===== src/rtl/wb_traffic_master.sv =====
// Wishbone classic-cycle traffic master: writes COUNT pattern words, reads them back, counts mismatches.
// Latency: start sampled at edge t puts cyc/stb on the bus from t+1; zero-wait run is 6*COUNT+1 cycles.
// Backpressure: stb/adr/dat_w are held until ack; a watchdog aborts the run after TIMEOUT unacked cycles.
//
// Ports:
//   sys_clk, sys_rst_n   clock and asynchronous active-low reset
//   start                one-cycle run request, honoured only in IDLE
//   adr/dat_w/we/sel     Wishbone request (word address, write data, direction, byte select)
//   cyc/stb/ack/dat_r    Wishbone handshake and read data
//   busy/done/timeout    run status: busy during the run, done pulse at the end, sticky timeout flag
//   err_count            saturating count of readback mismatches
module wb_traffic_master #(
    parameter int unsigned ID      = 0,
    parameter logic [29:0] BASE    = 30'h0,
    parameter int unsigned COUNT   = 16,
    parameter int unsigned TIMEOUT = 255
) (
    input  logic        sys_clk,
    input  logic        sys_rst_n,
    input  logic        start,
    output logic [29:0] adr,
    output logic [31:0] dat_w,
    input  logic [31:0] dat_r,
    output logic        we,
    output logic [3:0]  sel,
    output logic        cyc,
    output logic        stb,
    input  logic        ack,
    output logic        busy,
    output logic        done,
    output logic        timeout,
    output logic [15:0] err_count
);

    localparam logic [7:0]  ID_BYTE  = 8'(ID);
    localparam logic [15:0] LAST_IDX = 16'(COUNT - 1);
    localparam logic [15:0] TMO_LAST = 16'(TIMEOUT - 1);

    typedef enum logic [2:0] {
        S_IDLE,
        S_WR,
        S_WGAP,
        S_RD,
        S_RGAP,
        S_DONE
    } state_t;

    state_t      state_q;
    logic [15:0] idx_q;
    logic [15:0] wdog_q;
    logic [29:0] adr_q;
    logic [31:0] dat_w_q;
    logic        we_q;
    logic [3:0]  sel_q;
    logic        cyc_q;
    logic        stb_q;
    logic        busy_q;
    logic        done_q;
    logic        timeout_q;
    logic [15:0] err_q;

    // Address and pattern for the current index; loaded into the bus
    // registers whenever a transfer is (re)launched.
    logic [29:0] adr_d;
    logic [31:0] dat_w_d;
    logic [15:0] idx_inc;
    logic        idx_last;
    logic        rd_mismatch;

    always_comb begin
        adr_d       = BASE + {14'd0, idx_q};
        dat_w_d     = {ID_BYTE, 8'hC3, idx_q};
        idx_inc     = idx_q + 16'd1;
        idx_last    = (idx_q == LAST_IDX);
        rd_mismatch = (dat_r != dat_w_d);
    end

    always_ff @(posedge sys_clk or negedge sys_rst_n) begin
        if (!sys_rst_n) begin
            state_q   <= S_IDLE;
            idx_q     <= 16'd0;
            wdog_q    <= 16'd0;
            adr_q     <= 30'd0;
            dat_w_q   <= 32'd0;
            we_q      <= 1'b0;
            sel_q     <= 4'h0;
            cyc_q     <= 1'b0;
            stb_q     <= 1'b0;
            busy_q    <= 1'b0;
            done_q    <= 1'b0;
            timeout_q <= 1'b0;
            err_q     <= 16'd0;
        end else begin
            // done is a single-cycle pulse; only the finishing branches raise it
            done_q <= 1'b0;

            case (state_q)
                S_IDLE: begin
                    if (start) begin
                        state_q   <= S_WR;
                        idx_q     <= 16'd0;
                        wdog_q    <= 16'd0;
                        err_q     <= 16'd0;
                        timeout_q <= 1'b0;
                        adr_q     <= BASE;
                        dat_w_q   <= {ID_BYTE, 8'hC3, 16'd0};
                        we_q      <= 1'b1;
                        sel_q     <= 4'hF;
                        cyc_q     <= 1'b1;
                        stb_q     <= 1'b1;
                        busy_q    <= 1'b1;
                    end
                end

                S_WR, S_RD: begin
                    if (ack) begin
                        if (state_q == S_RD && rd_mismatch && err_q != 16'hFFFF) begin
                            err_q <= err_q + 16'd1;
                        end
                        // every acked transfer is followed by one stb-low cycle
                        stb_q <= 1'b0;
                        sel_q <= 4'h0;
                        if (!idx_last) begin
                            idx_q   <= idx_inc;
                            state_q <= (state_q == S_WR) ? S_WGAP : S_RGAP;
                        end else if (state_q == S_WR) begin
                            // write phase complete: restart the index for readback
                            idx_q   <= 16'd0;
                            we_q    <= 1'b0;
                            state_q <= S_RGAP;
                        end else begin
                            idx_q   <= 16'd0;
                            we_q    <= 1'b0;
                            cyc_q   <= 1'b0;
                            busy_q  <= 1'b0;
                            done_q  <= 1'b1;
                            state_q <= S_DONE;
                        end
                    end else if (wdog_q == TMO_LAST) begin
                        // stb has now been high TIMEOUT cycles without ack: abandon the run
                        timeout_q <= 1'b1;
                        stb_q     <= 1'b0;
                        sel_q     <= 4'h0;
                        we_q      <= 1'b0;
                        cyc_q     <= 1'b0;
                        busy_q    <= 1'b0;
                        done_q    <= 1'b1;
                        state_q   <= S_DONE;
                    end else begin
                        wdog_q <= wdog_q + 16'd1;
                    end
                end

                S_WGAP: begin
                    state_q <= S_WR;
                    wdog_q  <= 16'd0;
                    adr_q   <= adr_d;
                    dat_w_q <= dat_w_d;
                    we_q    <= 1'b1;
                    sel_q   <= 4'hF;
                    stb_q   <= 1'b1;
                end

                S_RGAP: begin
                    state_q <= S_RD;
                    wdog_q  <= 16'd0;
                    adr_q   <= adr_d;
                    we_q    <= 1'b0;
                    sel_q   <= 4'hF;
                    stb_q   <= 1'b1;
                end

                S_DONE: begin
                    // start arriving here is deliberately dropped
                    state_q <= S_IDLE;
                end

                default: begin
                    state_q <= S_IDLE;
                    cyc_q   <= 1'b0;
                    stb_q   <= 1'b0;
                    sel_q   <= 4'h0;
                    busy_q  <= 1'b0;
                end
            endcase
        end
    end

    assign adr       = adr_q;
    assign dat_w     = dat_w_q;
    assign we        = we_q;
    assign sel       = sel_q;
    assign cyc       = cyc_q;
    assign stb       = stb_q;
    assign busy      = busy_q;
    assign done      = done_q;
    assign timeout   = timeout_q;
    assign err_count = err_q;

endmodule


===== config.mk =====
export PLATFORM = sky130hd
export DESIGN_NAME = wb_traffic_master
export DESIGN_NICKNAME = d
export VERILOG_FILES = /design/src/rtl/wb_traffic_master.sv
export SDC_FILE = /design/constraint.sdc
export NUM_CORES = 1
export LEC_CHECK = 0
export CAP_MARGIN = 25
export CORE_MARGIN = 2
export CORE_UTILIZATION = 50
export DETAILED_ROUTE_END_ITERATION = 7
export PLACE_DENSITY = 0.83
export SYNTH_ARGS = -nofsm -noshare
export SYNTH_HDL_FRONTEND = slang
export SYNTH_SLANG_ARGS = --single-unit

===== constraint.sdc =====
create_clock -name sys_clk -period 2.53 [get_ports sys_clk]
set_clock_uncertainty 0.15 [all_clocks]
set_input_delay 0.506 -clock sys_clk [delete_from_list [all_inputs] [get_ports sys_clk]]
set_output_delay 0.506 -clock sys_clk [all_outputs]
set_load 0.005 [all_outputs]

==> results of run 1 <==
## power by group
part	internal [W]	leakage, nW	switching [W]
logic	0.000928	1.47	0.00112
registers	0.00158	1.19	0.000200
clock network	0.000607	0.112	0.000514
total	0.00311	2.77	0.00183
## state kept, by name (all words and copies together), names as in the netlist
register and flops:
busy 1, wdog_q 16, adr 16, state_q 3
timeout 1, idx_q 16, dat_w 17, done 1
sel 1, we 1, err_count 16
## layout make-up
cell class                      instances  area share [%]
Sequential cell                        89            35.2
Timing Repair Buffer                  148            21.5
Clock inverter                          4            1.20
Multi-Input combinational cell        359            36.6
Tap cell                              133            2.62
Clock buffer                           11            2.39
Inverter                                9           0.533
## final timing paths
| path | end | cells after the start |
|---|---|---|
| worst min-delay path | err_count[14] | 1 |
| max in group asynchronous | idx_q[1] | 2 |
| min in group sys_clk | adr[8] | 1 |
| worst max-delay path | err_count[8] | 6 |
| worst max register to register | idx_q[3] | 7 |
| worst min register to register | adr[8] | 1 |
## kinds of logic after synthesis
| family | synth area share [%] |
|---|---|
| AND/OR/NAND/NOR | 19.7 |
| other | 0.0764 |
| AO/OA/AOI/OAI | 17.8 |
| buffers and inverters | 9.91 |
| flip-flops | 45.4 |
| XOR/XNOR | 5.71 |
| adder cells (fa/ha/maj) | 1.02 |
| multiplexers | 0.433 |
## placed cells by master, fill, tap and decap left out, types with 9 or more instances in the layout
cell type	netlist	layout
a21oi_1	22	22
a22o_1	32	32
buf_4	38	51
clkbuf_8	0	11
clkdlybuf4s50_1	0	96
conb_1	1	26
dfrtp_1	89	87
inv_1	9	9
nand2_1	29	29
nand3_1	17	17
nand4_1	17	17
nor2_1	39	38
o21ai_0	26	26
or3_1	11	11
or4_1	9	9
xnor2_1	9	9
xor2_1	23	23
## worst max-delay path, stage by stage
cell and delay, ns:
clkdlybuf4s50_1 0.52, nor3b_1 0.34, o22ai_1 0.17, or2_4 0.30
nor4_2 0.32, mux2_2 0.36
## stage by stage
stage	setup slack [ns]	power, W	instances	setup TNS (ns)	utilization, %
floorplan	0.248	0.00292	528	0	-
global placement	-0.221	0.00367	736	-4.10	62.9
detailed placement	-0.286	0.00376	736	-5.78	62.9
CTS	0.0227	0.00487	751	0	65.3
global route	0.00134	0.00523	753	0	65.8
finish	0.104	0.00495	753	0	65.8
## layer usage
metal | up-vias | global-route usage (%)
met2 | 213 | 43.2
li1 | 1992 | -
met3 | 32 | 4.68
met5 | - | 0
met4 | 0 | 9.62
met1 | 2149 | 33.1
## repair_timing
item	4_1_cts	5_1_grt
gates resized for setup	0	8
endpoints found under the setup margin	0	22
setup buffers	0	1
==> results.json, run 1 <==
{
  "status": "complete, no violations",
  "drt-initial-drc-count": 342,
  "critPathLaunchType": "input port",
  "antenna_cells": 0,
  "detail_route.wl_per_cell_um": 17.2,
  "met1Wirelength_mm": 5.32,
  "ys_types": 65,
  "synth_area_sq_um": 4910,
  "yosys.area.top_type": "dfrtp_1",
  "max_freq_ghz": 0.412,
  "ant_nets": 0,
  "synthMostInstantiatedCell": "dfrtp_1",
  "drc": 0,
  "row_count": 36,
  "grt_pass1_vias": 4342,
  "synth.avg_cell_area_sq_um": 9.76,
  "gp_congestion": 0.895,
  "r2r_start": "idx_q[5]",
  "ys.flop_type": "dfrtp_1",
  "ir_drop_mv": 0.383,
  "async_reset_ff_share_pct": 100,
  "leakage_nw": 2.77,
  "num_vias": 4386,
  "critPathRequiredTime_ns": 2.63,
  "holdBufCountCts": 0,
  "maxCapViolCount": 0,
  "clk_pin_slew_ns": 0.09,
  "synth_common_cells": "89 x dfrtp_1, 39 x nor2_1, 38 x buf_4",
  "crit_type": "input port to flop",
  "grt_antenna_before_repair": 0,
  "wl_met2_mm": 6.41,
  "grt_pass1_wl_mm": 21.1,
  "drive_above_1_share_pct": 14.2,
  "worstSetupEndpointType": "flop",
  "min_period_ns": 2.43,
  "insertion_delay_ns": 0.37,
  "finalHoldWorstSlack_ns": 0.00932,
  "grt_max_degree": 51,
  "yosysSeqAreaShare_pct": 45.4,
  "synthCells": 503,
  "tritoncts": "yes",
  "worst_pin_slew_ns": 0.670,
  "initial_utilization_pct": 50.9,
  "powerDensity_nw_per_um2": 780,
  "crit_path_start": "start",
  "setup_violations": 0,
  "grt_usage_pct": 25.6,
  "synth_seq_cells": 89,
  "placedInstanceArea_sq_um": 6070,
  "holdCritPathClass": "input port to asynchronous set/reset pin",
  "highest_layer": "met4",
  "crit_fanout": 10,
  "core_sq_um": 9640,
  "multi_input_area_sq_um": 2320,
  "dp_hpwl_mm": 9.35,
  "wl_mm": 13.0,
  "clock-sinks": 89,
  "wl_met3_um": 924,
  "dieArea_sq_um": 10600,
  "cts_root_buf": "clkbuf_8",
  "ios": 124,
  "nFillCells": 794,
  "synth_top_area_share_pct": 45.4,
  "finalCritPeriodShare_pct": 95.9,
  "viasPerCell": 5.82,
  "regArea_sq_um": 2230,
  "final_max_slew_viol_count": 0,
  "synth.area.top_cells": "dfrtp_1 45%, buf_4 5.8%, a22o_1 5.7%",
  "ys_warn_count": 0,
  "syn_to_final_growth_pct": 29.2,
  "fp.dieH_um": 103,
  "h-tree-depth": 3,
  "numCtsBuffers": 9,
  "stdcell_area_sq_um": 6340,
  "grt_overflow_total": 0,
  "die_w_um": 103,
  "crit_arrival_ns": 2.53,
  "fin_nets": 656,
  "dr.pass1.iters": 5,
  "reg2reg_slack_ns": 0.12,
  "hold_viol_final": 0,
  "maxSlewHeadroom_pct": 55.3,
  "synth_edf_count": 0,
  "grt_setup_unrepaired": "no",
  "portBuffers": 97,
  "cts_buffer_depth": 2
}
(Power assumes the default switching activity.)
==> run 2: changes to the inputs <==
CELL_PAD_IN_SITES_DETAIL_PLACEMENT = 1   (was unset)
CELL_PAD_IN_SITES_GLOBAL_PLACEMENT = 1   (was unset)
CORE_UTILIZATION = 38   (was 50)
==> run 2 against run 1 <==
  * Combinational power increased by 9.8%
  * Utilization fell by 14 points
  * Maximum frequency grew 1.2%
  * Die area is 30% higher
  * Highest routed layer unchanged
  * Total power rose by 7.6%
  * Cell count rose by 7.8%
  * Global-route usage is 2.8 points lower
  * Sequential share of layout area decreased by 1.4 points
  * Clock-buffer cell count rose by 3
  * Clock power grew 20%
  * Sequential cell count did not move
  * Critical path depth up 2
==> results.json, run 2 (synthesis gave the netlist of run 1 again) <==
{
  "nFillCells": 1464,
  "path_cells": "clkdlybuf4s50_1 > xor2_1 > nor4_1 > buf_4 > and4_2 > buf_4 > or4_1 > a21oi_1",
  "crit_type": "input port to flop",
  "fp.dieH_um": 118,
  "ant_nets": 0,
  "fin_nets": 675,
  "numCtsBuffers": 9,
  "cts_root_buf": "clkbuf_16",
  "crit_slowest_cell": "clkdlybuf4s50_1",
  "grt_pass1_vias": 4913,
  "maxCapViolCount": 0,
  "powerDensity_nw_per_um2": 807,
  "crit_arrival_ns": 2.51,
  "dr.pass1.iters": 4,
  "cts_buffer_depth": 2,
  "holdCritPathClass": "flop to flop",
  "crit_family": "buffers and inverters",
  "min_period_ns": 2.40,
  "wl_mm": 15.5,
  "clock-sinks": 89,
  "critPathBufInv": 3,
  "hold_viol_final": 0,
  "grt_pass1_wl_mm": 25.3,
  "critPathLaunchType": "input port",
  "gp_congestion": 0.897,
  "crit_fanout": 8,
  "placedInstanceArea_sq_um": 6260,
  "drive_above_1_share_pct": 16.6,
  "maxSlewHeadroom_pct": 53.9,
  "dp_hpwl_mm": 11.5,
  "finalCritPeriodShare_pct": 94.7,
  "stdcell_area_sq_um": 6600,
  "syn_to_final_growth_pct": 34.4,
  "initial_utilization_pct": 38.9,
  "grt_max_degree": 55,
  "setup_violations": 0,
  "final_max_slew_viol_count": 0,
  "ir_drop_mv": 0.382,
  "grt_usage_pct": 22.8,
  "die_w_um": 118,
  "insertion_delay_ns": 0.35,
  "finalHoldWorstSlack_ns": 0.355,
  "power_w": 0.00532,
  "worst_path_most_repeated_cell": "buf_4",
  "row_count": 41,
  "grt_setup_unrepaired": "no",
  "cts_setup_buffers": 0,
  "num_vias": 4434,
  "h-tree-depth": 3,
  "reg2reg_slack_ns": 0.17,
  "status": "complete, no violations",
  "clk_pin_slew_ns": 0.06,
  "dieArea_sq_um": 13800,
  "worstSetupEndpointType": "flop",
  "detail_route.wl_per_cell_um": 19.0,
  "grt_antenna_before_repair": 0,
  "final_cell_mix": "96 x clkdlybuf4s50_1, 89 x dfrtp_1, 69 x buf_4",
  "viasPerCell": 5.46,
  "grt_overflow_total": 0,
  "mostFrequentLayoutCell": "clkdlybuf4s50_1",
  "worst_pin_slew_ns": 0.692,
  "tritoncts": "yes",
  "ios": 124,
  "antenna_cells": 0,
  "leakage_nw": 2.91,
  "slowest_delay_ns": 0.50,
  "drc": 0,
  "core_sq_um": 12600,
  "drt-initial-drc-count": 220,
  "max_freq_ghz": 0.417,
  "critPathRequiredTime_ns": 2.64,
  "portBuffers": 97,
  "largest_reg_flops": 17,
  "finalCoreUtilization_pct": 52.3
}
-- run 2: cell count changes in the layout (fill, tap and decap cells not counted), moves of 2 or more --
cell | previous run | this run
clkbuf_8 | 11 | 4
dfrtp_2 | 2 | 0
buf_4 | 51 | 69
clkinv_2 | 0 | 2
bufinv_16 | 2 | 0
dfrtp_1 | 87 | 89
clkbuf_16 | 0 | 9
-- run 2: final timing paths --
kind	to	cells after the start	startpoint
hold reg to reg	adr[12]	1	adr[12]
max in group asynchronous	adr[0]	3	sys_rst_n
setup reg to reg	err_count[11]	6	state_q[1]
hold / removal	adr[12]	1	adr[12]
setup / recovery	err_count[11]	8	dat_r[14]
min in group asynchronous	err_count[10]	2	sys_rst_n
-- run 2: layer usage --
| metal | up-vias | routed length [um] | global-route usage, % |
|---|---|---|---|
| met2 | 138 | 7810 | 39.6 |
| li1 | 2029 | - | - |
| met4 | 0 | 471 | 10.5 |
| met5 | - | 0 | 0 |
| met3 | 42 | 774 | 5.04 |
| met1 | 2225 | 6410 | 26.8 |
-- run 2: metrics by stage --
| stage | setup TNS (ns) | cells | worst slack, ns |
|---|---|---|---|
| after floorplan | 0 | 528 | 0.248 |
| final | 0 | 812 | 0.133 |
| after CTS | 0 | 812 | 0.0311 |
| after detailed placement | -9.41 | 795 | -0.420 |
| after global placement | -4.85 | 794 | -0.232 |
| after global routing | 0 | 812 | 0.0354 |
-- run 2: power breakdown --
| part | switching [W] | internal (W) | leakage [nW] | total [W] |
|---|---|---|---|---|
| Combinational | 0.00125 | 0.00100 | 1.56 | 0.00225 |
| Sequential | 0.000147 | 0.00158 | 1.19 | 0.00172 |
| Clock | 0.000570 | 0.000771 | 0.149 | 0.00134 |
| Total | 0.00197 | 0.00335 | 2.91 | 0.00532 |
-- run 2: what timing repair did --
action | 4_1_cts | 5_1_grt
hold buffers | 1 | 0
resized for setup | 2 | 6
endpoints found under the hold margin | 35 | 0
endpoints found under the setup margin | 1 | 17
-- run 2: worst register-to-register path, cell delays in order, from the launching register on --
cell and delay, ns:
dfrtp_1 0.52, nor3_4 0.24, and2_1 0.19, o22ai_1 0.11, or2_4 0.31, or4_1 0.55, a21oi_1 0.20
-- run 2: cell type report --
| cell class | count | area (sq um) | area share [%] |
|---|---|---|---|
| clock buffer | 14 | 284 | 4.31 |
| clock inverter | 2 | 10.0 | 0.152 |
| inverter | 9 | 33.8 | 0.512 |
| multi-input combinational | 359 | 2320 | 35.1 |
| sequential | 89 | 2230 | 33.8 |
| tap | 172 | 215 | 3.26 |
| timing repair buffer | 167 | 1510 | 22.9 |
